[config.mk]
export PLATFORM = sky130hd
export DESIGN_NAME = pcie_tx_arb_flat
export DESIGN_NICKNAME = d
export VERILOG_FILES = /design/src/rtl/pcie_tx_arb_if.sv /design/src/rtl/pcie_tx_arb.sv /design/src/flat_wrapper.sv
export SDC_FILE = /design/constraint.sdc
export NUM_CORES = 1
export LEC_CHECK = 0
export ABC_AREA = 1
export BUFFER_PORTS_ARGS = -buffer_cell sky130_fd_sc_hd__buf_4
export CAP_MARGIN = 20
export CORE_ASPECT_RATIO = 1.5
export CORE_UTILIZATION = 46
export CTS_CLUSTER_DIAMETER = 100
export DETAILED_ROUTE_END_ITERATION = 16
export GPL_TIMING_DRIVEN = 0
export PLACE_DENSITY = 0.76
export SYNTH_ARGS = -nofsm -noshare
export SYNTH_HDL_FRONTEND = slang
export SYNTH_SLANG_ARGS = --single-unit
[constraint.sdc]
create_clock -name pcie_clk -period 1.64 [get_ports pcie_clk]
set_input_delay 0.164 -clock pcie_clk [delete_from_list [all_inputs] [get_ports pcie_clk]]
set_output_delay 0.164 -clock pcie_clk [all_outputs]
set_load 0.005 [all_outputs]
[src/rtl/pcie_tx_arb_if.sv]
// Two TLP sources plus the ECP3 core TX port in one bundle.
// The slave modport is the arbiter's view; master is the sources/core side.
interface pcie_tx_arb_if #(
  parameter int DATA_W = 16
);
  logic              s0_req;
  logic              s0_gnt;
  logic              s0_st;
  logic              s0_end;
  logic [DATA_W-1:0] s0_data;
  logic              s1_req;
  logic              s1_gnt;
  logic              s1_st;
  logic              s1_end;
  logic [DATA_W-1:0] s1_data;
  logic              tx_req;
  logic              tx_rdy;
  logic              tx_st;
  logic              tx_end;
  logic [DATA_W-1:0] tx_data;

  modport slave (
    input  s0_req, s0_st, s0_end, s0_data,
    input  s1_req, s1_st, s1_end, s1_data,
    input  tx_rdy,
    output s0_gnt, s1_gnt,
    output tx_req, tx_st, tx_end, tx_data
  );

  modport master (
    output s0_req, s0_st, s0_end, s0_data,
    output s1_req, s1_st, s1_end, s1_data,
    output tx_rdy,
    input  s0_gnt, s1_gnt,
    input  tx_req, tx_st, tx_end, tx_data
  );
endinterface

[src/rtl/pcie_tx_arb.sv]
// Two-source packet arbiter for the ECP3 PCIe TX TLP port with beat timeout.
// Define PCIE_TX_ARB_CPL_PRIO_EN to give source 0 strict priority on ties.
module pcie_tx_arb #(
  parameter int MAX_BEATS = 1024,
  parameter int CNT_W     = 16
) (
  input  logic             pcie_clk,
  input  logic             sys_rst_n,
  pcie_tx_arb_if.slave     bus,
  output logic             busy,
  output logic             err_timeout,
  output logic [CNT_W-1:0] s0_pkts,
  output logic [CNT_W-1:0] s1_pkts
);

  localparam logic [15:0] LAST_BEAT = 16'(MAX_BEATS - 1);

  typedef enum logic [1:0] {IDLE, WAIT, XFER, GAP} state_t;

  state_t             state_q, state_d;
  logic               win_q, win_d;
  logic               last_q, last_d;
  logic               tx_req_q, tx_req_d;
  logic               gnt0_q, gnt0_d;
  logic               gnt1_q, gnt1_d;
  logic [15:0]        beat_q, beat_d;
  logic               err_q, err_d;
  logic [CNT_W-1:0]   pkts0_q, pkts0_d;
  logic [CNT_W-1:0]   pkts1_q, pkts1_d;

  logic               sel_st, sel_end;
  logic [15:0]        sel_data;
  logic               timeout_hit;
  logic               tx_st_c, tx_end_c;
  logic [15:0]        tx_data_c;

  assign sel_st      = win_q ? bus.s1_st   : bus.s0_st;
  assign sel_end     = win_q ? bus.s1_end  : bus.s0_end;
  assign sel_data    = win_q ? bus.s1_data : bus.s0_data;
  assign timeout_hit = (beat_q == LAST_BEAT) && !sel_end;

  always_ff @(posedge pcie_clk) begin
    if (!sys_rst_n) begin
      state_q  <= IDLE;
      win_q    <= 1'b0;
      last_q   <= 1'b1;
      tx_req_q <= 1'b0;
      gnt0_q   <= 1'b0;
      gnt1_q   <= 1'b0;
      beat_q   <= '0;
      err_q    <= 1'b0;
      pkts0_q  <= '0;
      pkts1_q  <= '0;
    end else begin
      state_q  <= state_d;
      win_q    <= win_d;
      last_q   <= last_d;
      tx_req_q <= tx_req_d;
      gnt0_q   <= gnt0_d;
      gnt1_q   <= gnt1_d;
      beat_q   <= beat_d;
      err_q    <= err_d;
      pkts0_q  <= pkts0_d;
      pkts1_q  <= pkts1_d;
    end
  end

  always_comb begin
    state_d   = state_q;
    win_d     = win_q;
    last_d    = last_q;
    tx_req_d  = tx_req_q;
    gnt0_d    = 1'b0;
    gnt1_d    = 1'b0;
    beat_d    = beat_q;
    err_d     = err_q;
    pkts0_d   = pkts0_q;
    pkts1_d   = pkts1_q;
    tx_st_c   = 1'b0;
    tx_end_c  = 1'b0;
    tx_data_c = '0;

    case (state_q)
      IDLE: begin
        if (bus.s0_req || bus.s1_req) begin
`ifdef PCIE_TX_ARB_CPL_PRIO_EN
          win_d = !bus.s0_req;
`else
          win_d = (bus.s0_req && bus.s1_req) ? !last_q : !bus.s0_req;
`endif
          tx_req_d = 1'b1;
          state_d  = WAIT;
        end
      end
      WAIT: begin
        if (bus.tx_rdy) begin
          tx_req_d = 1'b0;
          gnt0_d   = !win_q;
          gnt1_d   = win_q;
          last_d   = win_q;
          beat_d   = '0;
          state_d  = XFER;
        end
      end
      XFER: begin
        tx_st_c   = sel_st;
        tx_end_c  = sel_end || timeout_hit;
        tx_data_c = sel_data;
        beat_d    = beat_q + 16'd1;
        // A real end wins over the timeout when both land on the same beat.
        if (sel_end) begin
          if (win_q) pkts1_d = pkts1_q + CNT_W'(1);
          else       pkts0_d = pkts0_q + CNT_W'(1);
          state_d = GAP;
        end else if (timeout_hit) begin
          err_d   = 1'b1;
          state_d = GAP;
        end
      end
      GAP: begin
        state_d = IDLE;
      end
      default: begin
        state_d = IDLE;
      end
    endcase
  end

  assign bus.tx_req   = tx_req_q;
  assign bus.s0_gnt   = gnt0_q;
  assign bus.s1_gnt   = gnt1_q;
  assign bus.tx_st    = tx_st_c;
  assign bus.tx_end   = tx_end_c;
  assign bus.tx_data  = tx_data_c;
  assign busy         = (state_q != IDLE);
  assign err_timeout  = err_q;
  assign s0_pkts      = pkts0_q;
  assign s1_pkts      = pkts1_q;

endmodule

[src/flat_wrapper.sv]
// flat-port wrapper written by rule: the top's interface ports become plain ports
module pcie_tx_arb_flat 
#(
  parameter int MAX_BEATS = 1024,
  parameter int CNT_W     = 16
)
  (pcie_clk, sys_rst_n, busy, err_timeout, s0_pkts, s1_pkts, bus_s0_req, bus_s0_st, bus_s0_end, bus_s0_data, bus_s1_req, bus_s1_st, bus_s1_end, bus_s1_data, bus_tx_rdy, bus_s0_gnt, bus_s1_gnt, bus_tx_req, bus_tx_st, bus_tx_end, bus_tx_data);
  pcie_tx_arb_if bus_i ();
  input  logic pcie_clk;
  input  logic sys_rst_n;
  output logic busy;
  output logic err_timeout;
  output logic [CNT_W-1:0] s0_pkts;
  output logic [CNT_W-1:0] s1_pkts;
  input wire logic [$bits(bus_i.s0_req)-1:0] bus_s0_req;
  input wire logic [$bits(bus_i.s0_st)-1:0] bus_s0_st;
  input wire logic [$bits(bus_i.s0_end)-1:0] bus_s0_end;
  input wire logic [$bits(bus_i.s0_data)-1:0] bus_s0_data;
  input wire logic [$bits(bus_i.s1_req)-1:0] bus_s1_req;
  input wire logic [$bits(bus_i.s1_st)-1:0] bus_s1_st;
  input wire logic [$bits(bus_i.s1_end)-1:0] bus_s1_end;
  input wire logic [$bits(bus_i.s1_data)-1:0] bus_s1_data;
  input wire logic [$bits(bus_i.tx_rdy)-1:0] bus_tx_rdy;
  output wire logic [$bits(bus_i.s0_gnt)-1:0] bus_s0_gnt;
  output wire logic [$bits(bus_i.s1_gnt)-1:0] bus_s1_gnt;
  output wire logic [$bits(bus_i.tx_req)-1:0] bus_tx_req;
  output wire logic [$bits(bus_i.tx_st)-1:0] bus_tx_st;
  output wire logic [$bits(bus_i.tx_end)-1:0] bus_tx_end;
  output wire logic [$bits(bus_i.tx_data)-1:0] bus_tx_data;
  assign bus_i.s0_req = bus_s0_req;
  assign bus_i.s0_st = bus_s0_st;
  assign bus_i.s0_end = bus_s0_end;
  assign bus_i.s0_data = bus_s0_data;
  assign bus_i.s1_req = bus_s1_req;
  assign bus_i.s1_st = bus_s1_st;
  assign bus_i.s1_end = bus_s1_end;
  assign bus_i.s1_data = bus_s1_data;
  assign bus_i.tx_rdy = bus_tx_rdy;
  assign bus_s0_gnt = bus_i.s0_gnt;
  assign bus_s1_gnt = bus_i.s1_gnt;
  assign bus_tx_req = bus_i.tx_req;
  assign bus_tx_st = bus_i.tx_st;
  assign bus_tx_end = bus_i.tx_end;
  assign bus_tx_data = bus_i.tx_data;
  pcie_tx_arb #(.MAX_BEATS(MAX_BEATS), .CNT_W(CNT_W)) u_core (.pcie_clk(pcie_clk), .sys_rst_n(sys_rst_n), .bus(bus_i), .busy(busy), .err_timeout(err_timeout), .s0_pkts(s0_pkts), .s1_pkts(s1_pkts));
endmodule
==> results.json, run 1 <==
{
  "status": "finished, final reports clean",
  "max-vdd-ir-drop_mv": 0.866,
  "synth_seq_cells": 56,
  "wl_per_cell_um": 12.7,
  "antenna_found_initial": 0,
  "place_area_um2": 3910,
  "stdcell_area_um2": 4360,
  "io_buffers": 95,
  "yosys-top-cells-area": "dfxtp_1 (36%), nor2_1 (12%), nand2_1 (11%)",
  "setup_viol": 0,
  "max_slew_margin": 0.620,
  "antenna_cells": 0,
  "hold_buffers": 0,
  "gp_congestion": 0.835,
  "syn_area_um2": 3100,
  "cts_tree": "yes",
  "fin_crit_sh": 0.990,
  "cts_buffers": 5,
  "async_flop_share": 0,
  "grt_pass1_wl_um": 13300,
  "worstSetupEndpointType": "primary output",
  "drc_errors": 0,
  "slew_viol_final": 0,
  "p_per_area_nw_per_um2": 926,
  "synth_fp_nets": 519,
  "seq_area_frac_synth": 0.361,
  "tightestPinTransition_ns": 0.571,
  "grt_pass1_vias": 3225,
  "die_x_um": 69.1,
  "drive_gt1_frac": 0.299,
  "arrival_ns": 1.46,
  "overflow": 0,
  "cts_root_buf": "clkbuf_8",
  "dieArea_um2": 7080,
  "finalSetupTns_ns": 0,
  "drt_iter0_drc": 129,
  "initial_core_util": 0.478,
  "crit_fanout": 3,
  "skew_ns": 0.00918,
  "final_hold_viol_count": 0,
  "fmax_mhz": 616,
  "dp_hpwl_um": 6150,
  "worstSkewPairLatency_ns": 0.32,
  "rsz0062_at_grt": "true",
  "place_inst": 642,
  "start_kind": "flop",
  "netlist_top_cells_count": "nor2_1 (96), nand2_1 (88), inv_1 (59), dfxtp_1 (56), a21oi_1 (38)",
  "yosysWarningCount": 0,
  "ys_types": 37,
  "p_leak_uw": 0.00198,
  "num_vias": 3439,
  "ioPinCount": 96,
  "routed_wl_um": 8490,
  "dr.pass1.iters": 4,
  "clkTransAtPathRegs_ns": 0.09,
  "syn_inst": 471,
  "finish.net_count": 638,
  "core.rowCount": 36,
  "max_cap_violations": 0,
  "synth_flop_cell": "dfxtp_1",
  "period_needed_ns": 1.62,
  "cts_max_path_buffers": 2,
  "required_ns": 1.48,
  "h-tree-depth": 2,
  "final_cells": 667,
  "syn_avg_cell_area_um2": 6.59,
  "synth_top_area_share": 0.361,
  "grt_max_degree": 20,
  "placeableCoreArea_um2": 6490,
  "cts_sinks": 56,
  "synth_edf_count": 0,
  "ant_nets": 0,
  "grt_use_total": 0.227,
  "viasPerCell": 5.16,
  "syn2layout_area_growth_pct": 40.4,
  "hold_path_class": "input pin to flop",
  "die_h_um": 103,
  "path_class": "flop to primary output",
  "synth.most_common_cell": "nor2_1",
  "whs_ns": 0.137,
  "yosys.area.top_type": "dfxtp_1"
}
-- layout make-up --
type                            instances  area (um2)
Fill cell                             560        2130
Multi-Input combinational cell        341        1810
Sequential cell                        56        1140
Timing Repair Buffer                  113         868
Inverter                               62         238
Tap cell                               76        95.1
Buffer                                 11        91.3
Clock buffer                            5        68.8
Clock inverter                          3        42.5
-- path summary, 6_finish.rpt --
path                                          from                 end  slack, ns  cells past startpoint
worst max-delay path              u_core.beat_q[8]          bus_tx_end       0.02                      7
worst min register to register  u_core.err_timeout  u_core.err_timeout       0.46                      2
worst min-delay path                    bus_s1_req        u_core.win_q       0.14                      3
worst max register to register   u_core.state_q[1]    u_core.beat_q[4]       0.02                      8
-- critical path, cell delays in order, from the launching register on --
cell and delay (ns):
dfxtp_1 0.37, nand2_1 0.08, inv_1 0.08, nand2_1 0.05, nor2_1 0.18, nand2_1 0.12
a21oi_2 0.15, buf_4 0.12
-- cells in the final DEF, fill, tap and decap left out, types with 3 or more instances in the layout --
cell type | synthesis | final
inv_1 | 59 | 57
buf_4 | 1 | 112
nand3_1 | 23 | 20
nor3_1 | 7 | 6
dfxtp_4 | 0 | 3
nor2_1 | 96 | 94
nand4_1 | 12 | 12
dfxtp_1 | 56 | 46
nand3_4 | 1 | 3
nand3_2 | 3 | 4
clkbuf_8 | 0 | 5
ha_1 | 7 | 4
o21ai_1 | 8 | 15
nand2_1 | 88 | 88
dfxtp_2 | 0 | 7
buf_6 | 1 | 6
ha_4 | 0 | 3
nor2_4 | 6 | 7
a21oi_1 | 38 | 36
o21ai_0 | 35 | 26
-- power breakdown --
| group | switching (uW) | internal, uW | total [uW] | leakage (uW) |
|---|---|---|---|---|
| Clock | 474 | 453 | 927 | 0.0000541 |
| Sequential | 78.0 | 1440 | 1520 | 0.000458 |
| Combinational | 837 | 745 | 1580 | 0.00147 |
| Total | 1390 | 2640 | 4030 | 0.00198 |
-- logic make-up (layout without fill, tap and decap cells) --
| kind of cell | count (synthesis) | in the layout | synth area share |
|---|---|---|---|
| adder cells (fa/ha/maj) | 7 | 7 | 0.0282 |
| buffers and inverters | 74 | 194 | 0.0948 |
| AND/OR/NAND/NOR | 246 | 246 | 0.365 |
| AO/OA/AOI/OAI | 87 | 87 | 0.148 |
| flip-flops | 56 | 56 | 0.361 |
| XOR/XNOR | 1 | 1 | 0.00282 |
-- sequential cells by signal (all words and copies together) (netlist names) --
signal	flops
u_core.win_q	1
u_core.bus.tx_req	1
u_core.s0_pkts	16
u_core.last_q	1
u_core.bus.s1_gnt	1
u_core.beat_q	16
u_core.state_q	2
u_core.s1_pkts	16
u_core.bus.s0_gnt	1
u_core.err_timeout	1
-- metal layers --
| layer | GRT usage | vias to the layer above | part of all wire |
|---|---|---|---|
| met3 | 0.0499 | 21 | 0.047 |
| met5 | 0 | - | 0 |
| met2 | 0.480 | 93 | 0.57 |
| met4 | 0.0754 | 0 | 0.021 |
| li1 | - | 1750 | - |
| met1 | 0.209 | 1575 | 0.36 |
-- what timing repair did --
| item | CTS | global route |
|---|---|---|
| pin swaps | 4 | 12 |
| endpoints found under the setup margin | 52 | 46 |
| setup buffers | 9 | 9 |
| resized for setup | 21 | 46 |
-- metrics by stage --
| step | util | setup WS (ns) | power (uW) |
|---|---|---|---|
| final | 0.671 | 0.0168 | 4030 |
| after global routing | 0.671 | -0.0854 | 4240 |
| after CTS | 0.640 | 0.00413 | 3810 |
| after detailed placement | 0.603 | -0.157 | 2740 |
| after global placement | 0.603 | -0.118 | 2710 |
| after floorplan | - | 0.0921 | 2240 |
Power figures use the tool's default switching activity.
==> run 2, diff against run 1 <==
==> constraint.sdc (replaced) <==
create_clock -name pcie_clk -period 1.64 [get_ports pcie_clk]
set_input_delay 0.082 -clock pcie_clk [delete_from_list [all_inputs] [get_ports pcie_clk]]
set_output_delay 0.082 -clock pcie_clk [all_outputs]
set_load 0.005 [all_outputs]
==> run 2 against run 1 <==
Compared with the run above: register-to-register slack barely moved; first-iteration DRC count rose by 10%; die area stayed put; setup slack better by 0.0096 ns; wire length down 4.7%; non-clock buffer count is 12 lower; maximum frequency grew 0.59%; clock skew is 0.0016 ns higher; sequential power is essentially flat; flip-flop and latch count unchanged; count of clock-buffer cells in the layout stayed put; combinational power is 12% lower; critical path type is now flop to flop; critical endpoint is now u_core.beat_q[4]; largest power group is now sequential cells; highest routed layer unchanged.
==> results.json, run 2 (synthesis results as in run 1) <==
{
  "fin_crit_sh": 0.984,
  "syn2layout_area_growth_pct": 35.4,
  "worstSkewPairLatency_ns": 0.32,
  "cts_root_buf": "clkbuf_8",
  "grt_use_total": 0.226,
  "p_seq_frac": 0.396,
  "cpPeakStageDelay_ns": 0.35,
  "gp_congestion": 0.835,
  "p_comb_frac": 0.363,
  "dp_hpwl_um": 6150,
  "cts_max_path_buffers": 2,
  "final_core_util": 0.648,
  "status": "finished, final reports clean",
  "initial_core_util": 0.478,
  "dr.pass1.iters": 4,
  "finalPower_uw": 3830,
  "hold_buffers": 0,
  "ioPinCount": 96,
  "fin_ws_ns": 0.0264,
  "path_class": "flop to flop",
  "die_h_um": 103,
  "pre_cts_ws_ns": -0.157,
  "switching_power_uw": 1300,
  "crit_fanout": 10,
  "drc_errors": 0,
  "placeableCoreArea_um2": 6490,
  "whs_ns": 0.0569,
  "final_cell_mix": "buf_4 (102), nor2_1 (93), nand2_1 (86)",
  "cts_sinks": 56,
  "skew_ns": 0.0108,
  "required_ns": 1.86,
  "worstSetupEndpointType": "flop",
  "antenna_found_initial": 0,
  "grt_pass1_wl_um": 13200,
  "wl_per_cell_um": 12.4,
  "final_common_cell": "buf_4",
  "routed_wl_um": 8090,
  "drt_iter0_drc": 142,
  "internal-power_uw": 2530,
  "cts_tree": "yes",
  "rsz0062_at_grt": "true",
  "p_per_area_nw_per_um2": 912,
  "cp_slowest_cell": "dfxtp_2",
  "slew_viol_final": 0,
  "swShare": 0.338,
  "clkTransAtPathRegs_ns": 0.10,
  "viasPerCell": 5.11,
  "grt_max_degree": 20,
  "overflow": 0,
  "tightestPinTransition_ns": 0.571,
  "max-vdd-ir-drop_mv": 0.861,
  "ant_nets": 0,
  "core.rowCount": 36,
  "finalSetupTns_ns": 0,
  "io_buffers": 95,
  "h-tree-depth": 2,
  "start_kind": "flop",
  "drive_gt1_frac": 0.275,
  "dieArea_um2": 7080,
  "max_slew_margin": 0.619,
  "fmax_mhz": 620,
  "worst-path-buf-inv": 2,
  "die_x_um": 69.1,
  "p_leak_uw": 0.00191,
  "period_needed_ns": 1.61,
  "clkPwrFrac": 0.241,
  "critPathTopFamily": "compound AO/OA/AOI/OAI gates",
  "path_cells": "inv_1 -> ha_2 -> nand2_2 -> o21ai_4 -> buf_6 -> nand3_1 -> o21ai_0 -> a21oi_1",
  "hold_path_class": "input pin to flop",
  "setup_viol": 0,
  "final_hold_viol_count": 0,
  "max_cap_violations": 0,
  "num_vias": 3347,
  "arrival_ns": 1.83,
  "finish.net_count": 626,
  "antenna_cells": 0,
  "grt_pass1_vias": 3232,
  "cts_buffers": 5
}
[run 2: worst paths after layout]
| kind | to | start | cells past startpoint | slack, ns |
|---|---|---|---|---|
| setup / recovery | u_core.beat_q[4] | u_core.state_q[1] | 8 | 0.03 |
| hold / removal | u_core.win_q | bus_s1_req | 3 | 0.06 |
| setup reg to reg | u_core.beat_q[4] | u_core.state_q[1] | 8 | 0.03 |
| hold reg to reg | u_core.err_timeout | u_core.err_timeout | 2 | 0.46 |
[run 2: cell type report]
class	instances	area, um2
Tap cell	76	95.1
Clock buffer	5	68.8
Buffer	11	87.6
Clock inverter	3	42.5
Timing Repair Buffer	101	758
Fill cell	603	2280
Inverter	62	235
Sequential cell	56	1130
Multi-Input combinational cell	341	1780
[run 2: through the flow]
stage / std cells / instance area, um2
global placement: 642 / 3910
detailed placement: 642 / 3910
floorplan: 471 / 3100
global route: 655 / 4200
finish: 655 / 4200
CTS: 651 / 4080
[run 2: worst reg2reg max path: cells and delay by family (launching register included)]
family / cells / cell delay (ns)
compound gates: 3 / 0.36
flops: 1 / 0.35
fa+ha+maj: 1 / 0.31
buf+inv: 2 / 0.29
simple gates: 2 / 0.21
[run 2: routing by layer]
metal  track usage  vias up  wire length, um
met2         0.471       77             4550
met4        0.0958        0              213
met1         0.210     1525             2970
met5             0        -                0
met3        0.0459       18              356
li1              -     1727                -
[run 2: power groups by stage]
stage               Sequential [uW]  Combinational (uW)  Clock, uW
finish                         1520                1390        923
CTS                            1500                1300        945
global route                   1520                1540        986
global placement               1520                1190          0
floorplan                      1510                 738          0
detailed placement             1520                1220          0
[run 2: repair_timing]
| action | 4_1_cts | 5_1_grt |
|---|---|---|
| gates resized for setup | 19 | 26 |
| setup endpoints to repair | 52 | 35 |
| setup buffers | 2 | 4 |
| pin swaps | 3 | 10 |
